<file path="src/rtl/text_banner_renderer.sv">
// Scaled NUM_CHARS text overlay with typewriter reveal, driving a shared sync 8x16 font ROM.
// Optional blink once fully revealed: define TEXT_BANNER_BLINK_EN.
module text_banner_renderer #(
  parameter int unsigned NUM_CHARS     = 5,
  parameter int unsigned SCALE_LOG2    = 3,
  parameter int unsigned X0            = 160,
  parameter int unsigned Y0            = 128,
  parameter logic [NUM_CHARS*7-1:0] INIT_TEXT = {7'h68, 7'h73, 7'h61, 7'h72, 7'h43},
  parameter int unsigned REVEAL_FRAMES = 4,
  parameter int unsigned BLINK_FRAMES  = 30,
  localparam int unsigned PIX_W  = 10,
  localparam int unsigned IDX_W  = 4,
  localparam int unsigned CHAR_W = 7,
  localparam int unsigned ROW_W  = 4,
  localparam int unsigned ADDR_W = CHAR_W + ROW_W,
  localparam int unsigned FONT_W = 8
) (
  input  logic              clk,
  input  logic              rst_n,
  input  logic              enable_i,
  input  logic              frame_tick_i,
  input  logic [PIX_W-1:0]  pix_x_i,
  input  logic [PIX_W-1:0]  pix_y_i,
  input  logic              wr_en_i,
  input  logic [IDX_W-1:0]  wr_idx_i,
  input  logic [CHAR_W-1:0] wr_char_i,
  output logic [ADDR_W-1:0] rom_addr_o,
  input  logic [FONT_W-1:0] font_row_i,
  output logic              text_on_o,
  output logic              done_o
);

  localparam int unsigned CW    = 8 << SCALE_LOG2;
  localparam int unsigned CH    = 16 << SCALE_LOG2;
  localparam int unsigned X_END = X0 + NUM_CHARS * CW;
  localparam int unsigned Y_END = Y0 + CH;
  localparam int unsigned CNT_W = 5;
  localparam int unsigned DIV_W = (REVEAL_FRAMES > 1) ? $clog2(REVEAL_FRAMES) : 1;
  localparam int unsigned COL_W = 3;

  logic [CHAR_W-1:0] text_ram_q [NUM_CHARS];

  logic              enable_q;
  logic              rise;
  logic [CNT_W-1:0]  reveal_cnt_q, reveal_cnt_d;
  logic [DIV_W-1:0]  frame_div_q, frame_div_d;
  logic              done_q, done_d;
  logic              s1_in_box_q, s1_vis_q;
  logic [COL_W-1:0]  s1_col_q;
  logic              text_on_q, text_on_d;
  logic              blink_vis;

  logic              in_box;
  logic [PIX_W-1:0]  dx, dy;
  logic [IDX_W-1:0]  idx;
  logic [COL_W-1:0]  col;
  logic [ROW_W-1:0]  row;
  logic [CHAR_W-1:0] cur_char;
  logic              idx_vis;

  // Stage 0: box decode and glyph address; outside the box slot 0 is addressed.
  always_comb begin
    in_box   = (32'(pix_x_i) >= X0) && (32'(pix_x_i) < X_END) &&
               (32'(pix_y_i) >= Y0) && (32'(pix_y_i) < Y_END);
    dx       = pix_x_i - PIX_W'(X0);
    dy       = pix_y_i - PIX_W'(Y0);
    idx      = in_box ? IDX_W'(dx >> (SCALE_LOG2 + 3)) : '0;
    col      = COL_W'(dx >> SCALE_LOG2);
    row      = ROW_W'(dy >> SCALE_LOG2);
    cur_char = '0;
    for (int unsigned i = 0; i < NUM_CHARS; i++) begin
      if (idx == IDX_W'(i)) cur_char = text_ram_q[i];
    end
    idx_vis  = CNT_W'(idx) < reveal_cnt_q;
  end

  assign rom_addr_o = {cur_char, row};

  // Reveal sequencing; a restart takes priority over a coincident frame tick.
  always_comb begin
    rise         = enable_i && !enable_q;
    reveal_cnt_d = reveal_cnt_q;
    frame_div_d  = frame_div_q;
    if (!enable_i) begin
      reveal_cnt_d = '0;
      frame_div_d  = '0;
    end else if (rise) begin
      frame_div_d  = '0;
      reveal_cnt_d = (REVEAL_FRAMES == 0) ? CNT_W'(NUM_CHARS) : '0;
    end else if (frame_tick_i && (REVEAL_FRAMES != 0)) begin
      if (frame_div_q == DIV_W'(REVEAL_FRAMES - 1)) begin
        frame_div_d = '0;
        if (reveal_cnt_q != CNT_W'(NUM_CHARS)) reveal_cnt_d = reveal_cnt_q + CNT_W'(1);
      end else begin
        frame_div_d = frame_div_q + DIV_W'(1);
      end
    end
    done_d    = enable_i && (reveal_cnt_d == CNT_W'(NUM_CHARS));
    text_on_d = s1_in_box_q && s1_vis_q && enable_q && blink_vis &&
                font_row_i[3'd7 - s1_col_q];
  end

  always_ff @(posedge clk or negedge rst_n) begin
    if (!rst_n) begin
      enable_q     <= 1'b0;
      reveal_cnt_q <= '0;
      frame_div_q  <= '0;
      done_q       <= 1'b0;
      s1_in_box_q  <= 1'b0;
      s1_vis_q     <= 1'b0;
      s1_col_q     <= '0;
      text_on_q    <= 1'b0;
    end else begin
      enable_q     <= enable_i;
      reveal_cnt_q <= reveal_cnt_d;
      frame_div_q  <= frame_div_d;
      done_q       <= done_d;
      s1_in_box_q  <= in_box;
      s1_vis_q     <= idx_vis;
      s1_col_q     <= col;
      text_on_q    <= text_on_d;
    end
  end

  // Text RAM: slots beyond NUM_CHARS have no storage, so such writes fall away.
  always_ff @(posedge clk or negedge rst_n) begin
    if (!rst_n) begin
      for (int unsigned i = 0; i < NUM_CHARS; i++) begin
        text_ram_q[i] <= INIT_TEXT[i*CHAR_W +: CHAR_W];
      end
    end else if (wr_en_i) begin
      for (int unsigned i = 0; i < NUM_CHARS; i++) begin
        if (wr_idx_i == IDX_W'(i)) text_ram_q[i] <= wr_char_i;
      end
    end
  end

`ifdef TEXT_BANNER_BLINK_EN
  localparam int unsigned BLINK_W = (BLINK_FRAMES > 1) ? $clog2(BLINK_FRAMES) : 1;

  logic [BLINK_W-1:0] blink_cnt_q, blink_cnt_d;
  logic               blink_vis_q, blink_vis_d;

  // Blink phase runs only after full reveal and restarts visible with each banner.
  always_comb begin
    blink_cnt_d = blink_cnt_q;
    blink_vis_d = blink_vis_q;
    if (!enable_i || rise) begin
      blink_cnt_d = '0;
      blink_vis_d = 1'b1;
    end else if (done_q && frame_tick_i) begin
      if (blink_cnt_q == BLINK_W'(BLINK_FRAMES - 1)) begin
        blink_cnt_d = '0;
        blink_vis_d = !blink_vis_q;
      end else begin
        blink_cnt_d = blink_cnt_q + BLINK_W'(1);
      end
    end
  end

  always_ff @(posedge clk or negedge rst_n) begin
    if (!rst_n) begin
      blink_cnt_q <= '0;
      blink_vis_q <= 1'b1;
    end else begin
      blink_cnt_q <= blink_cnt_d;
      blink_vis_q <= blink_vis_d;
    end
  end

  assign blink_vis = blink_vis_q;
`else
  logic unused_blink_cfg;
  assign unused_blink_cfg = ^BLINK_FRAMES;
  assign blink_vis        = 1'b1;
`endif

  assign text_on_o = text_on_q;
  assign done_o    = done_q;

endmodule
</file>
<file path="config.mk">
export PLATFORM = sky130hd
export DESIGN_NAME = text_banner_renderer
export DESIGN_NICKNAME = d
export VERILOG_FILES = /design/src/rtl/text_banner_renderer.sv
export SDC_FILE = /design/constraint.sdc
export NUM_CORES = 1
export LEC_CHECK = 0
export ABC_AREA = 0
export ABC_CLOCK_PERIOD_IN_PS = 3510
export CORE_MARGIN = 2
export CORE_UTILIZATION = 51
export DETAILED_ROUTE_END_ITERATION = 12
export MAX_ROUTING_LAYER = met4
export PLACE_DENSITY = 0.8
export SYNTH_ARGS = -nofsm -noshare
export SYNTH_HDL_FRONTEND = slang
export SYNTH_SLANG_ARGS = --single-unit
</file>
<file path="constraint.sdc">
create_clock -name clk -period 3.51 [get_ports clk]
set_input_delay 0.8775 -clock clk [delete_from_list [all_inputs] [get_ports clk]]
set_output_delay 0.8775 -clock clk [all_outputs]
set_load 0.05 [all_outputs]
</file>
---- Word-level counts from Yosys, hierarchy flattened ----
Cells that the tools add are included.
storage, ports and cells
  word-level logic and storage cells ...... 69
  register bits after elaboration ......... 50
  input bits .............................. 44
cells by class
  muxes and demuxes ....................... 17
  order comparisons ....................... 6
  equal/unequal tests ..................... 12
  add/subtract/negate cells ............... 5
  reductions and logical operators ........ 16
operator list
  cell                     number
  $mux W7                  5
  $mux W5                  5
  $ge A10 B8 Y1 const B    2
  $lt A10 B9 Y1 const B    2
  $eq A4 B2 Y1 const B     4
  $reduce_and A2 Y1        5
  $sub A10 B8 Y10 const B  1
  $eq A4 B1 Y1 const B     2
  $eq A4 B3 Y1 const B     2
  $logic_and A1 B1 Y1      8
  $logic_not A4 Y1         2
  $mux W2                  4
  $sub A7 B1 Y7 const B    1
  $add A5 B1 Y5 const B    1
  $eq A5 B3 Y1 const B     1
  $lt A4 B5 Y1             1
  $ne A5 B3 Y1 const B     1
  $lt A3 B4 Y1 const B     1
  $mux W4                  1
  $bmux W1 S3              1
  $ne A3 B1 Y1 const B     1
  $sub A3 B3 Y3 const A    1
  $add A2 B1 Y2 const B    1
  $eq A2 B2 Y1 const B     1
  2 further kinds          2

---- Logic depth before layout (Yosys ltp) ----
Gate-level depths: netlist of the first run.
  depth after elaboration ................. 11
  depth in mapped cells ................... 12

---- Worst setup path before layout of the first run ----
OpenSTA, ideal clock, no wires.
  kind .................................... input to output
  start ................................... in pix_x_i[5]
  end ..................................... out rom_addr_o[8]
  setup slack ............................. 0.071 ns
  data required time ...................... 2.633 ns
  data arrival time ....................... 2.562 ns
  cell stages on the path ................. 6
  cell sequence ........................... inv_1 -> ha_1 -> xor2_1 -> o31ai_1 -> a32o_1 -> a32o_1
on the way
  word-level cells in the longest chain between the ends .. 11
  elaborated cells between the ends (all ways) .. 17
  those cells by class .................... add/sub (1); order compare (2); eq/ne (4); mux (6); reduce/logical (4)
ends and longest elaborated chain
  element                                         RTL line  RTL
  start: declaration                              22        input logic [PIX_W-1:0] pix_x_i,
  $ge A10 B8 Y1 or $lt A10 B9 Y1 (tied branches)  63        in_box = (32'(pix_x_i) >= X0) && (32'(pix_x_i) < X_END) &&
  $logic_and A1 B1 Y1 (2 in a row)                63
  $logic_and A1 B1 Y1                             64        (32'(pix_y_i) >= Y0) && (32'(pix_y_i) < Y_END);
  $mux W4 *                                       67        idx = in_box ? IDX_W'(dx >> (SCALE_LOG2 + 3)) : '0;
  $logic_not A4 Y1                                72        if (idx == IDX_W'(i)) cur_char = text_ram_q[i];
  $mux W7 (4 in a row)                            72
  $mux W7 *                                       72
  end: declaration                                27        output logic [ADDR_W-1:0] rom_addr_o,
Mark *: on every way between the ends. The rest lies on a longest branch, timed or not.

---- Final worst setup path of the first run ----
  start ................................... in pix_x_i[4]
  end ..................................... out rom_addr_o[5]
The elaborated chain is that of the path after synthesis.

==> impl_results.md, run 1 <==
* Status: finished, final reports clean
* Clock Latency Late Sink at between 300 and 400 ps
* Antenna-violating nets left at 0
* Pin count of the biggest net entering global routing at between 50 and 60
* Worst Setup Start Kind: input port
* Synth Flop Type: dfrtp_1
* First-pass GRT wire length at just over 9000 um
* Fin crit share at 0.981
* Crit path time final at around 3400 ps
* Area contributors post-synth: dfrtp_1, dfstp_2, mux2_2, a22o_1, ha_1
* Hold endpoint: text_on_o$_DFF_PN0_
* Die height at ~76 um
* Initial core utilization at 0.519
* Fmax at ~0.29 GHz
* Die area at approximately 5700 um2
* R2R Path Start: reveal_cnt_q[0]$_DFF_PN0_
* Clock sinks at 50
* Synth cell types at 46
* Post-layout net count at between 300 and 400
* Diodes inserted at 0
* Layout cell share with drive strength beyond 1 at 0.392
* Max-Cap Viols at 0
* Clock skew at around 8 ps
* Worst VDD drop at around 0.00038 V
* Core Area at between 5000 and 6000 um2
* CTS Buf Count at 5
* Hold Crit Depth at 2
* Met1 Usage GRT at 0.286
* Yosys top cell area share at 0.306
* Fin. max-slew vios at 0
* DR vias at between 1500 and 2000
* Setup violators final at 0
* Min-delay src: s1_in_box_q$_DFF_PN0_
* IO buf count at 45
* Worst setup margin at 67.9 ps
* Initial antenna violation count at 0
* R2R Setup Slk at approximately 1700 ps
* Synthesized area at roughly 2600 um2
* Met3 usage at 0.0595
* Tot Pwr at approximately 1.6 mW
* Leading cell types in the layout, fill and taps excluded: mux2_2, dfrtp_1, clkdlybuf4s50_1
* Slew HR at 0.283
* Pre-Repair DR Iteration Count at 4
* Synth warn at 0
* Synth Net Count at between 200 and 300
* Reg-to-Reg End: done_o$_DFF_PN0_
* Yosys top cell by area: dfrtp_1
* Grt met2 use at 0.372
* Via density at between 5 and 6
* Syn_area_per_cell at approximately 12 um2
* Worst Setup Path Type: in2out
* Unrepaired setup endpoints after global routing: no
* Asr flop ratio synth at 1.00
* WL per Instance at roughly 16 um
* Io pins at 57
* Leak pwr at between 1.5 and 2 nW
* Pre-CTS setup slack at -596 ps
* H-tree depth at 2
* Vias in the first global route at 1922
* Tightest Pin Transition at ~1100 ps
* Drt total wl at about 5700 um
* Grt ovf at 0
* Worst-path fanout max at 7
* Worst endpoint required time at around 2600 ps
* Final RePlAce weighted congestion at around 0.83
* Hold-fix buffers at CTS at 0
* Clk buf depth at 2
* Final hold violations at 0
* CTS Root Cell: clkbuf_8
* Synth Register Bits at 50
* Drt drc at 0
* Die X at between 70 and 80 um
* Clock slew at reported path FFs at 90 ps
* Post-synth EDFFs at 0
* Initial DRC Count at 65
* Power density over cell area at approximately 460 nW/um2
* CP Capture Type: output port
* Hold Path Class: reg2reg
* Worst Path Arrival at 2560 ps
* Gr usage total at 0.229
* Commonest non-fill, non-tap cell in the layout: mux2_2
* Post-detail-place hpwl at just under 4000 um
* Area Overhead vs Synth at 35.4%
* GR peak layer: met2
* Num rows at 26
* TritonCTS clock tree: done
* FF-to-FF path depth at 6
* Post-synthesis cell count at approximately 220
* Post-synthesis sequential area ratio at 0.487
cell type report:
type	count	area [um2]
fillers	377	1500
multi-input cells	153	1310
flip-flops and latches	50	1270
repair buffers	70	716
clock buffers	7	108
well taps	70	87.6
inverters	10	42.5
clock inverters	1	8.76
metrics by stage:
stage | std cells | cell area [um2] | TNS [ps] | utilization | hold WS, ps
floorplan | 222 | 2620 | 0 | - | 465
global placement | 349 | 3300 | -3930 | 0.655 | 475
detailed placement | 349 | 3300 | -4060 | 0.655 | 494
CTS | 361 | 3530 | -37.3 | 0.699 | 513
global route | 361 | 3540 | 0 | 0.703 | 527
finish | 361 | 3540 | 0 | 0.703 | 511
metal layers:
layer | wire, um | up-vias
met5 | 0 | -
met4 | 59 | 0
met3 | 341 | 5
met2 | 2800 | 49
met1 | 2520 | 992
li1 | - | 942
worst max-delay path by stage:
stage | startpoint | end | cells after the start
after detailed placement | pix_x_i[5] | rom_addr_o[8] | 10
after CTS | pix_x_i[6] | rom_addr_o[8] | 9
after global routing | pix_x_i[4] | rom_addr_o[5] | 7
final | pix_x_i[4] | rom_addr_o[5] | 7
after floorplan | pix_x_i[5] | rom_addr_o[8] | 6
after global placement | pix_x_i[5] | rom_addr_o[8] | 10
flip-flops by register name, summed over array words and instances, names as in the netlist:
name / cells
text_ram_q: 35
frame_div_q: 2
reveal_cnt_q: 5
s1_col_q: 3
s1_vis_q: 1
enable_q: 1
text_on_o: 1
s1_in_box_q: 1
done_o: 1
cells in the mapped netlist (2+ instances only):
cell and count:
xnor2_1 4, o21ai_2 3, xor2_1 2, a22o_1 12, mux2_2 34, clkbuf_1 2, nand4_1 2, o21ai_0 2
nand3_1 5, inv_1 10, o22ai_1 6, mux4_2 2, ha_1 7, mux2i_1 8, nor2_1 13, a21oi_1 6
dfstp_2 18, a31oi_1 2, a32o_1 2, buf_4 6, nor2b_1 2, dfrtp_1 32, nand2_1 17, or4_1 3
repair_timing:
action,4_1_cts,5_1_grt
setup endpoints to repair,7,7
pin swaps,13,7
buffers inserted,5,0
cloned,0,0
resized for setup,37,10
where the power goes:
group	leakage, nW	switching [mW]	total [mW]	internal [mW]
clock	0.0600	0.209	0.415	0.206
combinational	0.877	0.210	0.472	0.261
sequential	0.597	0.0476	0.755	0.707
critical path, stage by stage:
cell and delay, ps:
clkdlybuf4s15_1 180, or4_4 440, o311ai_4 260, and3_4 250, o21ai_4 110, a22o_1 280
buf_12 160
kinds of logic (layout without fill, tap and decap cells):
logic type	Yosys count	count (layout)	synth area share
flops	50	50	0.487
mux	44	44	0.194
xor+xnor	7	7	0.0263
fa+ha+maj	7	7	0.0335
compound gates	41	41	0.116
buf+inv	19	88	0.0387
simple gates	54	54	0.104
(Power assumes the default switching activity.)
==> run 2: changes to the inputs <==
--- a/config.mk
+++ b/config.mk
@@ -6,12 +6,12 @@
 export NUM_CORES = 1
 export LEC_CHECK = 0
 export ABC_AREA = 0
-export ABC_CLOCK_PERIOD_IN_PS = 3510
+export ABC_CLOCK_PERIOD_IN_PS = 2800
 export CORE_MARGIN = 2
-export CORE_UTILIZATION = 51
+export CORE_UTILIZATION = 46
 export DETAILED_ROUTE_END_ITERATION = 12
 export MAX_ROUTING_LAYER = met4
-export PLACE_DENSITY = 0.8
+export PLACE_DENSITY = 0.76
 export SYNTH_ARGS = -nofsm -noshare
 export SYNTH_HDL_FRONTEND = slang
 export SYNTH_SLANG_ARGS = --single-unit
==> constraint.sdc (replaced) <==
create_clock -name clk -period 2.8 [get_ports clk]
set_input_delay 0.7 -clock clk [delete_from_list [all_inputs] [get_ports clk]]
set_output_delay 0.7 -clock clk [all_outputs]
set_load 0.05 [all_outputs]
==> impl_results.md, run 2 (synthesis results as in run 1) <==
* Max-Cap Viols at 0
* Commonest non-fill, non-tap cell in the layout: mux2_2
* Worst setup margin at -323 ps
* CP Capture Type: output port
* IO buf count at between 40 and 50
* Final RePlAce weighted congestion at between 0.7 and 0.8
* Crit-path max cell delay at about 540 ps
* Layout cell share with drive strength beyond 1 at 0.440
* Post-detail-place hpwl at between 3000 and 4000 um
* Post-layout net count at around 350
* Met1 Usage GRT at 0.259
* WL per Instance at between 15 and 20 um
* Max FFs per register at 35
* Multi-input logic area at between 1000 and 1500 um2
* Pin count of the biggest net entering global routing at 51
* Clock skew at 2.20 ps
* Gr usage total at 0.199
* Biggest regs: text_ram_q: 35 flops, reveal_cnt_q: 5 flops, s1_col_q: 3 flops
* Fin crit share at 1.12
* Placed Instances at approximately 350
* Die height at roughly 79 um
* Power density over cell area at roughly 570 nW/um2
* Leak pwr at about 1.6 nW
* Drt drc at 0
* Die area at around 6300 um2
* Io pins at 57
* Worst Setup Start Kind: input port
* Final setup TNS at -2220 ps
* Area Overhead vs Synth at 42.0%
* Delay-heaviest family, CP: simple AND/OR/NAND/NOR gates
* Drt total wl at slightly below 6000 um
* Setup violators final at 7
* Worst-path fanout max at 6
* Leading cell types in the layout, fill and taps excluded: mux2_2, dfrtp_1, clkdlybuf4s50_1
* Slew HR at 0.584
* Pre-Repair DR Iteration Count at 4
* CTS Buf Count at 5
* WP buf/inv at 3
* Final hold violations at 0
* Clock sinks at 50
* DR vias at just over 2000
* Finished Core Util at 0.675
* Design Area, Final at around 3700 um2
* Crit path time final at between 3000 and 4000 ps
* CP most frequent cell: buf_6
* TritonCTS clock tree: done
* Met3 usage at 0.0351
* First-pass GRT wire length at 9560 um
* Initial antenna violation count at 0
* Diodes inserted at 0
* Worst endpoint required time at approximately 2100 ps
* Clock slew at reported path FFs at 100 ps
* Critical-path top delay cell: or4_4
* Initial DRC Count at approximately 100
* Vias in the first global route at roughly 2000
* Tightest Pin Transition at 624 ps
* Initial core utilization at 0.475
* CTS Root Cell: clkbuf_8
* Via density at around 5.4
* Grt ovf at 0
* Worst Setup Path Type: in2out
* Largest Register: text_ram_q
* Worst path cell trace: buf_6 -> or4_4 -> o311ai_4 -> and3_4 -> o21ai_4 -> buf_6 -> a22o_4 -> buf_12
* Placed inst area at between 3000 and 4000 um2
* Reg area at approximately 1300 um2
* Violated checks: setup timing
* Die X at approximately 80 um
* H-tree depth at 2
* Fill count at around 420
* Antenna-violating nets left at 0
* Status: complete, but fails checks
* Hold Path Class: in2async
* GR peak layer: met2
* Worst Path Arrival at ~2400 ps
* Clk buf depth at 2
* Num rows at 27
* Final non-filler cell total at between 300 and 400
* Grt met2 use at 0.325
* Core Area at 5510 um2
* Worst VDD drop at approximately 0.00044 V
* Hold_ws at slightly below 500 ps
* Unrepaired setup endpoints after global routing: yes
* Fin. max-slew vios at 0
* Hold-fix buffers at CTS at 0
* Clock Latency Late Sink at ~300 ps
* Fmax at between 0.3 and 0.4 GHz
-- run 2: cell types whose count changed in the layout (fill, tap and decap cells not counted), moves of 2 or more --
cell | before | now
buf_4 | 21 | 26
clkbuf_2 | 3 | 0
buf_12 | 7 | 9
buf_2 | 1 | 4
buf_6 | 4 | 6
a22o_1 | 12 | 6
a22o_4 | 0 | 6
buf_8 | 2 | 0
-- run 2: where the power goes --
group | leakage (nW) | switching [mW] | internal [mW]
Sequential | 0.597 | 0.0657 | 0.887
Clock | 0.0563 | 0.256 | 0.272
Combinational | 0.939 | 0.274 | 0.364
-- run 2: worst paths after layout --
kind / startpoint / to / slack (ps) / depth (start not counted)
worst max-delay path: pix_x_i[4] / rom_addr_o[10] / -320 / 8
max in group asynchronous: rst_n / s1_col_q[1]$_DFF_PN0_ / 1900 / 2
worst max register to register: reveal_cnt_q[0]$_DFF_PN0_ / done_o$_DFF_PN0_ / 980 / 6
worst min-delay path: rst_n / text_ram_q[18]$_DFFE_PN0P_ / 480 / 2
min in group clk: text_ram_q[23]$_DFFE_PN0P_ / text_ram_q[23]$_DFFE_PN0P_ / 510 / 1
worst min register to register: text_ram_q[23]$_DFFE_PN0P_ / text_ram_q[23]$_DFFE_PN0P_ / 510 / 1
-- run 2: routing by layer --
metal  up-vias  share of wire  wire [um]
li1        958              -          -
met1       991           0.44       2600
met2        60           0.49       2870
met3         7          0.054        317
met4         0          0.011         63
met5         -              0          0
-- run 2: stage by stage --
step           total power [mW]  setup slack [ps]
2_1_floorplan              1.30             -46.1
3_3_place_gp               1.53              -688
3_5_place_dp               1.54              -729
4_1_cts                    2.14              -358
5_1_grt                    2.23              -372
6_report                   2.12              -323
-- run 2: timing repair --
item | CTS | global route
cloned | 1 | 0
pin swaps | 13 | 7
gates resized for setup | 52 | 5
endpoints found under the setup margin | 8 | 8
setup buffers | 7 | 0
-- run 2: cell type report --
| class | count | share of cell area |
|---|---|---|
| Clock buffer | 5 | 0.0185 |
| Clock inverter | 3 | 0.0131 |
| Inverter | 10 | 0.0114 |
| Multi-Input combinational cell | 154 | 0.382 |
| Sequential cell | 50 | 0.343 |
| Tap cell | 72 | 0.0242 |
| Timing Repair Buffer | 76 | 0.207 |
